**config.mk**
```make
export PLATFORM = sky130hd
export DESIGN_NAME = ahblite_busmatrix_inputstage_dma
export DESIGN_NICKNAME = d
export VERILOG_FILES = /design/src/rtl/ahb_matrix_pkg.sv /design/src/rtl/ahblite_addr_hold.sv /design/src/rtl/ahblite_busmatrix_inputstage_dma.sv
export SDC_FILE = /design/constraint.sdc
export NUM_CORES = 1
export LEC_CHECK = 0
export ABC_AREA = 1
export CORE_MARGIN = 2
export CORE_UTILIZATION = 31
export CTS_CLUSTER_SIZE = 10
export DETAILED_ROUTE_END_ITERATION = 16
export GPL_TIMING_DRIVEN = 0
export SYNTH_ARGS = -nofsm -noshare
export SYNTH_HDL_FRONTEND = slang
export SYNTH_SLANG_ARGS = --single-unit
```
**constraint.sdc**
```tcl
create_clock -name HCLK -period 1.1 [get_ports HCLK]
set_clock_uncertainty 0.2 [all_clocks]
set_input_delay 0.11 -clock HCLK [delete_from_list [all_inputs] [get_ports HCLK]]
set_output_delay 0.11 -clock HCLK [all_outputs]
set_load 0.005 [all_outputs]
```
**src/rtl/ahb_matrix_pkg.sv**
```systemverilog
// Shared AHB-Lite bus-matrix encodings and control-field bundle used by the
// input stages and their address-hold registers.
package ahb_matrix_pkg;

   localparam logic [1:0] HTRANS_IDLE   = 2'b00;
   localparam logic [1:0] HTRANS_BUSY   = 2'b01;
   localparam logic [1:0] HTRANS_NONSEQ = 2'b10;
   localparam logic [1:0] HTRANS_SEQ    = 2'b11;

   localparam logic [1:0] HRESP_OKAY    = 2'b00;
   localparam logic [1:0] HRESP_ERROR   = 2'b01;

   localparam int TRANS_W = 2;
   localparam int SIZE_W  = 3;
   localparam int BURST_W = 3;
   localparam int PROT_W  = 4;
   localparam int RESP_W  = 2;

   // Address-phase controls travel together through the hold register.
   typedef struct packed {
      logic [TRANS_W-1:0] trans;
      logic               write;
      logic [SIZE_W-1:0]  size;
      logic [BURST_W-1:0] burst;
      logic [PROT_W-1:0]  prot;
      logic               lock;
   } ahb_ctrl_t;

endpackage

```
**src/rtl/ahblite_addr_hold.sv**
```systemverilog
// Address-phase holding register and forward mux: replays the captured
// transfer while a request is pending, otherwise passes the master live.
module ahblite_addr_hold
   import ahb_matrix_pkg::*;
#(
   parameter int ADDR_W = 32
) (
   input  logic              HCLK,
   input  logic              HRESETn,
   input  logic              capture,
   input  logic              cancel,
   input  logic              pend,
   input  logic              hsel,
   input  logic [ADDR_W-1:0] haddr_i,
   input  ahb_ctrl_t         ctrl_i,
   output logic [ADDR_W-1:0] haddr_o,
   output ahb_ctrl_t         ctrl_o
);

   logic [ADDR_W-1:0] addr_q, addr_d;
   ahb_ctrl_t         ctrl_q, ctrl_d;

   always_comb begin
      addr_d = addr_q;
      ctrl_d = ctrl_q;
      if (capture) begin
         addr_d = haddr_i;
         ctrl_d = ctrl_i;
      end
      // A cancelled hold must never be replayed, so only the transfer type is killed.
      if (cancel) begin
         ctrl_d.trans = HTRANS_IDLE;
      end
   end

   always_ff @(posedge HCLK or negedge HRESETn) begin
      if (!HRESETn) begin
         addr_q <= '0;
         ctrl_q <= '0;
      end else begin
         addr_q <= addr_d;
         ctrl_q <= ctrl_d;
      end
   end

   always_comb begin
      haddr_o = '0;
      ctrl_o  = '0;
      if (pend) begin
         haddr_o = addr_q;
         ctrl_o  = ctrl_q;
      end else if (hsel) begin
         haddr_o = haddr_i;
         ctrl_o  = ctrl_i;
      end
   end

endmodule

```
**src/rtl/ahblite_busmatrix_inputstage_dma.sv**
```systemverilog
// DMA-port input stage of the AHB-Lite bus matrix. Optional build macro
// INPUTSTAGE_ERR_CANCEL_EN drops a held transfer on a first ERROR cycle.
module ahblite_busmatrix_inputstage_dma
   import ahb_matrix_pkg::*;
#(
   parameter int ADDR_W = 32
) (
   input  logic               HCLK,
   input  logic               HRESETn,
   input  logic               HSEL,
   input  logic [ADDR_W-1:0]  HADDR,
   input  logic [TRANS_W-1:0] HTRANS,
   input  logic               HWRITE,
   input  logic [SIZE_W-1:0]  HSIZE,
   input  logic [BURST_W-1:0] HBURST,
   input  logic [PROT_W-1:0]  HPROT,
   input  logic               HMASTLOCK,
   input  logic               HREADY,
   output logic               HREADYOUT,
   output logic [RESP_W-1:0]  HRESP,
   output logic [ADDR_W-1:0]  HADDR_o,
   output logic [TRANS_W-1:0] HTRANS_o,
   output logic               HWRITE_o,
   output logic [SIZE_W-1:0]  HSIZE_o,
   output logic [BURST_W-1:0] HBURST_o,
   output logic [PROT_W-1:0]  HPROT_o,
   output logic               HMASTLOCK_o,
   output logic               HREADY_o,
   input  logic               ACTIVE_Decoder,
   input  logic               HREADYOUT_Decoder,
   input  logic [RESP_W-1:0]  HRESP_Decoder
);

   logic      pend_q, pend_d;
   logic      dphase_q, dphase_d;
   logic      req_live, accept, capture, cancel;
   ahb_ctrl_t ctrl_live, ctrl_fwd;

   assign req_live = HSEL & HTRANS[1] & HREADY;
   assign accept   = HTRANS_o[1] & ACTIVE_Decoder & HREADYOUT_Decoder;
   assign capture  = req_live & ~pend_q;

`ifdef INPUTSTAGE_ERR_CANCEL_EN
   assign cancel = pend_q & (HRESP_Decoder == HRESP_ERROR) & ~HREADYOUT_Decoder;
`else
   assign cancel = 1'b0;
`endif

   assign ctrl_live = '{trans: HTRANS, write: HWRITE, size: HSIZE,
                        burst: HBURST, prot: HPROT, lock: HMASTLOCK};

   ahblite_addr_hold #(
      .ADDR_W (ADDR_W)
   ) u_addr_hold (
      .HCLK    (HCLK),
      .HRESETn (HRESETn),
      .capture (capture),
      .cancel  (cancel),
      .pend    (pend_q),
      .hsel    (HSEL),
      .haddr_i (HADDR),
      .ctrl_i  (ctrl_live),
      .haddr_o (HADDR_o),
      .ctrl_o  (ctrl_fwd)
   );

   assign HTRANS_o    = ctrl_fwd.trans;
   assign HWRITE_o    = ctrl_fwd.write;
   assign HSIZE_o     = ctrl_fwd.size;
   assign HBURST_o    = ctrl_fwd.burst;
   assign HPROT_o     = ctrl_fwd.prot;
   assign HMASTLOCK_o = ctrl_fwd.lock;
   assign HREADY_o    = HREADYOUT_Decoder;

   // Set and clear of pend are mutually exclusive: a live request needs
   // HREADY high, which this stage holds low while pending.
   always_comb begin
      pend_d = pend_q;
      if (req_live & ~accept) begin
         pend_d = 1'b1;
      end else if (pend_q & accept) begin
         pend_d = 1'b0;
      end
      if (cancel) begin
         pend_d = 1'b0;
      end
   end

   always_comb begin
      dphase_d = dphase_q;
      if (accept) begin
         dphase_d = 1'b1;
      end else if (HREADYOUT_Decoder) begin
         dphase_d = 1'b0;
      end
   end

   always_ff @(posedge HCLK or negedge HRESETn) begin
      if (!HRESETn) begin
         pend_q   <= 1'b0;
         dphase_q <= 1'b0;
      end else begin
         pend_q   <= pend_d;
         dphase_q <= dphase_d;
      end
   end

   assign HREADYOUT = pend_q ? 1'b0 : (dphase_q ? HREADYOUT_Decoder : 1'b1);
   assign HRESP     = dphase_q ? HRESP_Decoder : HRESP_OKAY;

endmodule

```
After elaboration in Yosys (flattened, before gate mapping)
Cells that the tools add are included.
{"block": "word_totals", "ff_bits": 48, "elab_cells": 31, "inputBits": 54, "output_inout_bits": 50}
{"block": "classes", "n_bitwise": 9, "n_reduce_logical": 2, "n_mux": 11}
{"op": "32-bit two-way mux", "n": 2}
{"op": "14-bit two-way mux", "n": 2}
{"op": "1-bit AND", "n": 7}
{"op": "1-bit two-way mux", "n": 6}
{"op": "2-bit nonzero test", "n": 2}
{"op": "2-bit two-way mux", "n": 1}
{"op": "1-bit inverter", "n": 2}

Longest topological paths before layout
{"block": "logic_depth", "depth_word": 7, "depth_mapped": 6, "mapped_depth_nobuf": 5}

Hierarchy
A second synthesis with hierarchy kept.
{"block": "unflattened", "hier_cells": 368, "hier_area_um2": 2661.3}
{"mod": "ahblite_addr_hold", "instances": 1, "cells_per_inst": 349, "seq_area_each_um2": 1151.1, "area_per_inst_um2": 2538.7}
{"mod": "ahblite_busmatrix_inputstage_dma", "instances": 1, "cells_per_inst": 19, "seq_area_each_um2": 50.0, "area_per_inst_um2": 122.6}

Worst setup path after synthesis
No wires, ideal clock.
{"block": "synth_timing", "path_kind": "reg-to-output", "startpoint": "register pend_q", "endpoint": "output HADDR_o[0]", "n_path_buf": 2, "path_slack_ps": -118, "required_ps": 790, "arrival_ps": 908, "path_stages_with_launch": 6, "cell_sequence": "dfrtp_1 -> inv_2 -> buf_4 -> buf_2 -> nand3_1 -> nand2_1"}
{"block": "synth_between", "elab_chain_len": 1}
{"item": "start, declared", "line": "ahblite_busmatrix_inputstage_dma.sv:34", "rtl": "logic pend_q, pend_d;"}
{"item": "start signal, assigned", "line": "ahblite_busmatrix_inputstage_dma.sv:103", "rtl": "pend_q <= pend_d;"}
{"item": "32-bit two-way mux", "line": "ahblite_addr_hold.sv:49", "rtl": "if (pend) begin"}
{"item": "end, declared", "line": "ahblite_busmatrix_inputstage_dma.sv:21", "rtl": "output logic [ADDR_W-1:0] HADDR_o,"}
Every way passes these cells.

Worst setup path after layout
{"block": "layout_timing", "startpoint": "register pend_q", "endpoint": "output HADDR_o[1]"}
Same word-level chain as after synthesis.

==> impl_metrics.toml <==
[run_status]
status = "complete, but fails checks"
violations = "hold timing, setup timing"

[power_and_ir_drop]
powerDensity_mw_per_mm2 = 1779
power.leakage_uw = 0.002438
peakVddDrop_mv = 0.7631

[worst_setup_path]
critical_path_arrival_ns = 1.47
crit_start = "pend_q"
rr_endpoint = "u_addr_hold.addr_q[4]"
ff2ff_path_depth = 10
ff2ff_setup_slack_ns = -0.56
critical_path_class = "reg -> out"
regToRegStartpoint = "pend_q"
cp-start-kind = "flip-flop"
crit_path_end_kind = "output port"
cp.required_ns = 0.79
cp-endpoint = "HADDR_o[1]"
path_max_fanout = 5

[timing]
rsz0062_at_grt = "true"
timing.final.hold_violations = 48
slew_headroom_pct = 63.40
clock.fmax_mhz = 561.7
fin_tns_setup_ns = -51.46
finalCritPeriodShare_pct = 161.9
fin_ws_ns = -0.6804
hold_ws_ns = -0.4193
period_minus_slack_ns = 1.780
worst_slew_pin_slew_ns = 0.5490
setup_viol = 97
final_max_slew_viol_count = 0

[floorplan]
chipWidth_um = 95.80
dieArea_mm2 = 0.009178
ioPinCount = 104
initial_core_util_pct = 31.96
row_count = 33
coreArea_mm2 = 0.008175
die_h_um = 95.80

[global_route]
grt_remaining_overflow = 0
grt_pass1_wl_um = 13930
grt_max_degree = 28
grt_usage_pct = 19.74
antenna_found_initial = 0
grt_pass1_vias = 2800

[clock_tree]
cts_buffer_depth = 2
cts.clk_slew.worst_paths_ns = 0.09
htree_levels = 2
cts_num_sinks = 48
cts-buffers-inserted = 5
cts_hold_buf = 1
cts_tree = "done"
clockRootBuffer = "clkbuf_8"
clock_latency_ns = 0.30

[logic_synthesis]
synth.distinct_cells = 13
syn-num-nets = 424
ys_warn_count = 0
netlist_instances = 370
netlist_area_mm2 = 0.002613
yosys-top-cells-area = "dfrtp_1 (46%), nand2_1 (27%), nand3_1 (17%)"
synth_top_area_cell = "dfrtp_1"
yosysSeqAreaShare_pct = 45.98
avgSynthCellArea_um2 = 7.061
synth_top_area_share_pct = 45.98
ys_seq_elements = 48

[place]
dp_hpwl_um = 5692
port-buffer-count = 103
gp_congestion = 0.7641
post_dp_cell_area_mm2 = 0.003835
dp_slack_ns = -1.007

[finish]
nNetsFinal = 564
area.sequential_mm2 = 0.001201
fin_area_mm2 = 0.004684
drive_gt1_share_pct = 40.90
area_growth_pct = 79.31
multiInputGateArea_mm2 = 0.001594
nFillCells = 752
n_antenna_cell = 0

[run]
cap_violations = 0

[detailed_routing]
drtPass1Iterations = 4
drc = 0
drt-total-wl_um = 9488
route.vias.total = 3023
drtIter0Drc = 160
wl_per_cell_um = 15.40
final_antenna_net_count = 0
via_per_inst = 4.907

[min_path]
hold_path_class = "in -> async"
critical path, stage by stage (launching register included):
cell,delay [ns]
dfrtp_1,0.39
inv_2,0.06
buf_8,0.13
buf_12,0.13
buf_8,0.13
buf_6,0.11
nand3_2,0.04
nand2_1,0.05
buf_2,0.13
cell type report:
| class | count | area share, % |
|---|---|---|
| buffer | 26 | 6.384 |
| clock buffer | 7 | 2.057 |
| clock inverter | 1 | 0.6410 |
| inverter | 8 | 0.7479 |
| multi-input combinational | 286 | 34.03 |
| sequential | 48 | 25.64 |
| tap | 105 | 2.804 |
| timing repair buffer | 135 | 27.70 |
where the power goes:
part	internal (uW)	total (uW)	switching, uW
clock network	803	1420	621
registers	2360	2760	394
logic	2170	4150	1980
total	5340	8330	2990
state kept, by name, summed over array words and instances (netlist names):
| register | cells |
|---|---|
| dphase_q | 1 |
| pend_q | 1 |
| u_addr_hold.addr_q | 32 |
| u_addr_hold.ctrl_q | 14 |
timing repair:
item                                    4_1_cts  5_1_grt
endpoints found under the setup margin       98       97
endpoints found under the hold margin        49       21
pin swaps                                    25       41
buffers inserted                             17        7
resized for setup                           271       77
cloned                                        9        2
metrics by stage:
step / hold WS, ns / util (%) / power [uW] / instances
detailed placement: -0.07605 / 46.91 / 6006 / 579
global placement: 0.2460 / 46.72 / 5963 / 578
finish: -0.4193 / 57.30 / 8333 / 616
CTS: -0.4113 / 53.73 / 7945 / 614
floorplan: -0.3856 / - / 4279 / 370
global route: -0.3911 / 57.30 / 8832 / 616
metal layers:
metal | vias up | wire length (um) | GRT usage [%]
met5 | - | 0 | 0
met4 | 0 | 89 | 5.000
met3 | 7 | 600 | 4.229
met2 | 91 | 4622 | 33.51
met1 | 1463 | 4176 | 25.62
li1 | 1462 | - | -
cells by family (layout without fill, tap and decap cells):
| family | after synthesis | after routing | share of synthesized area (%) |
|---|---|---|---|
| AND/OR/NAND/NOR | 283 | 284 | 45.55 |
| buffers and inverters | 37 | 177 | 8.093 |
| AO/OA/AOI/OAI | 2 | 2 | 0.3832 |
| flip-flops | 48 | 48 | 45.98 |
worst min path at each step:
stage	endpoint	slack (ns)	cells past startpoint
final	u_addr_hold.addr_q[27]	-0.42	1
after global routing	pend_q	-0.39	1
after CTS	pend_q	-0.41	1
after detailed placement	u_addr_hold.addr_q[27]	-0.08	1
after global placement	u_addr_hold.ctrl_q[13]	0.25	2
after floorplan	dphase_q	-0.39	0
cell usage in the layout, fill, tap and decap left out, drive strengths merged:
cell and count:
inv 7, a21oi 2, clkbuf 10, clkdlybuf4s50 51
dfrtp 48, dlygate4sd2 1, buf 103, bufbuf 1
dlygate4sd3 1, clkinv 1, nand3 92, nand2 192
bufinv 1, clkdlybuf4s15 1
synthesized netlist by cell type:
cell      instances
a21oi_1           2
buf_2            21
buf_4             3
buf_6             4
clkbuf_1          1
clkinv_4          1
dfrtp_1          48
inv_1             6
inv_2             1
nand2_1         190
nand2_4           1
nand3_1          91
nand3_2           1
(Power assumes the default switching activity.)
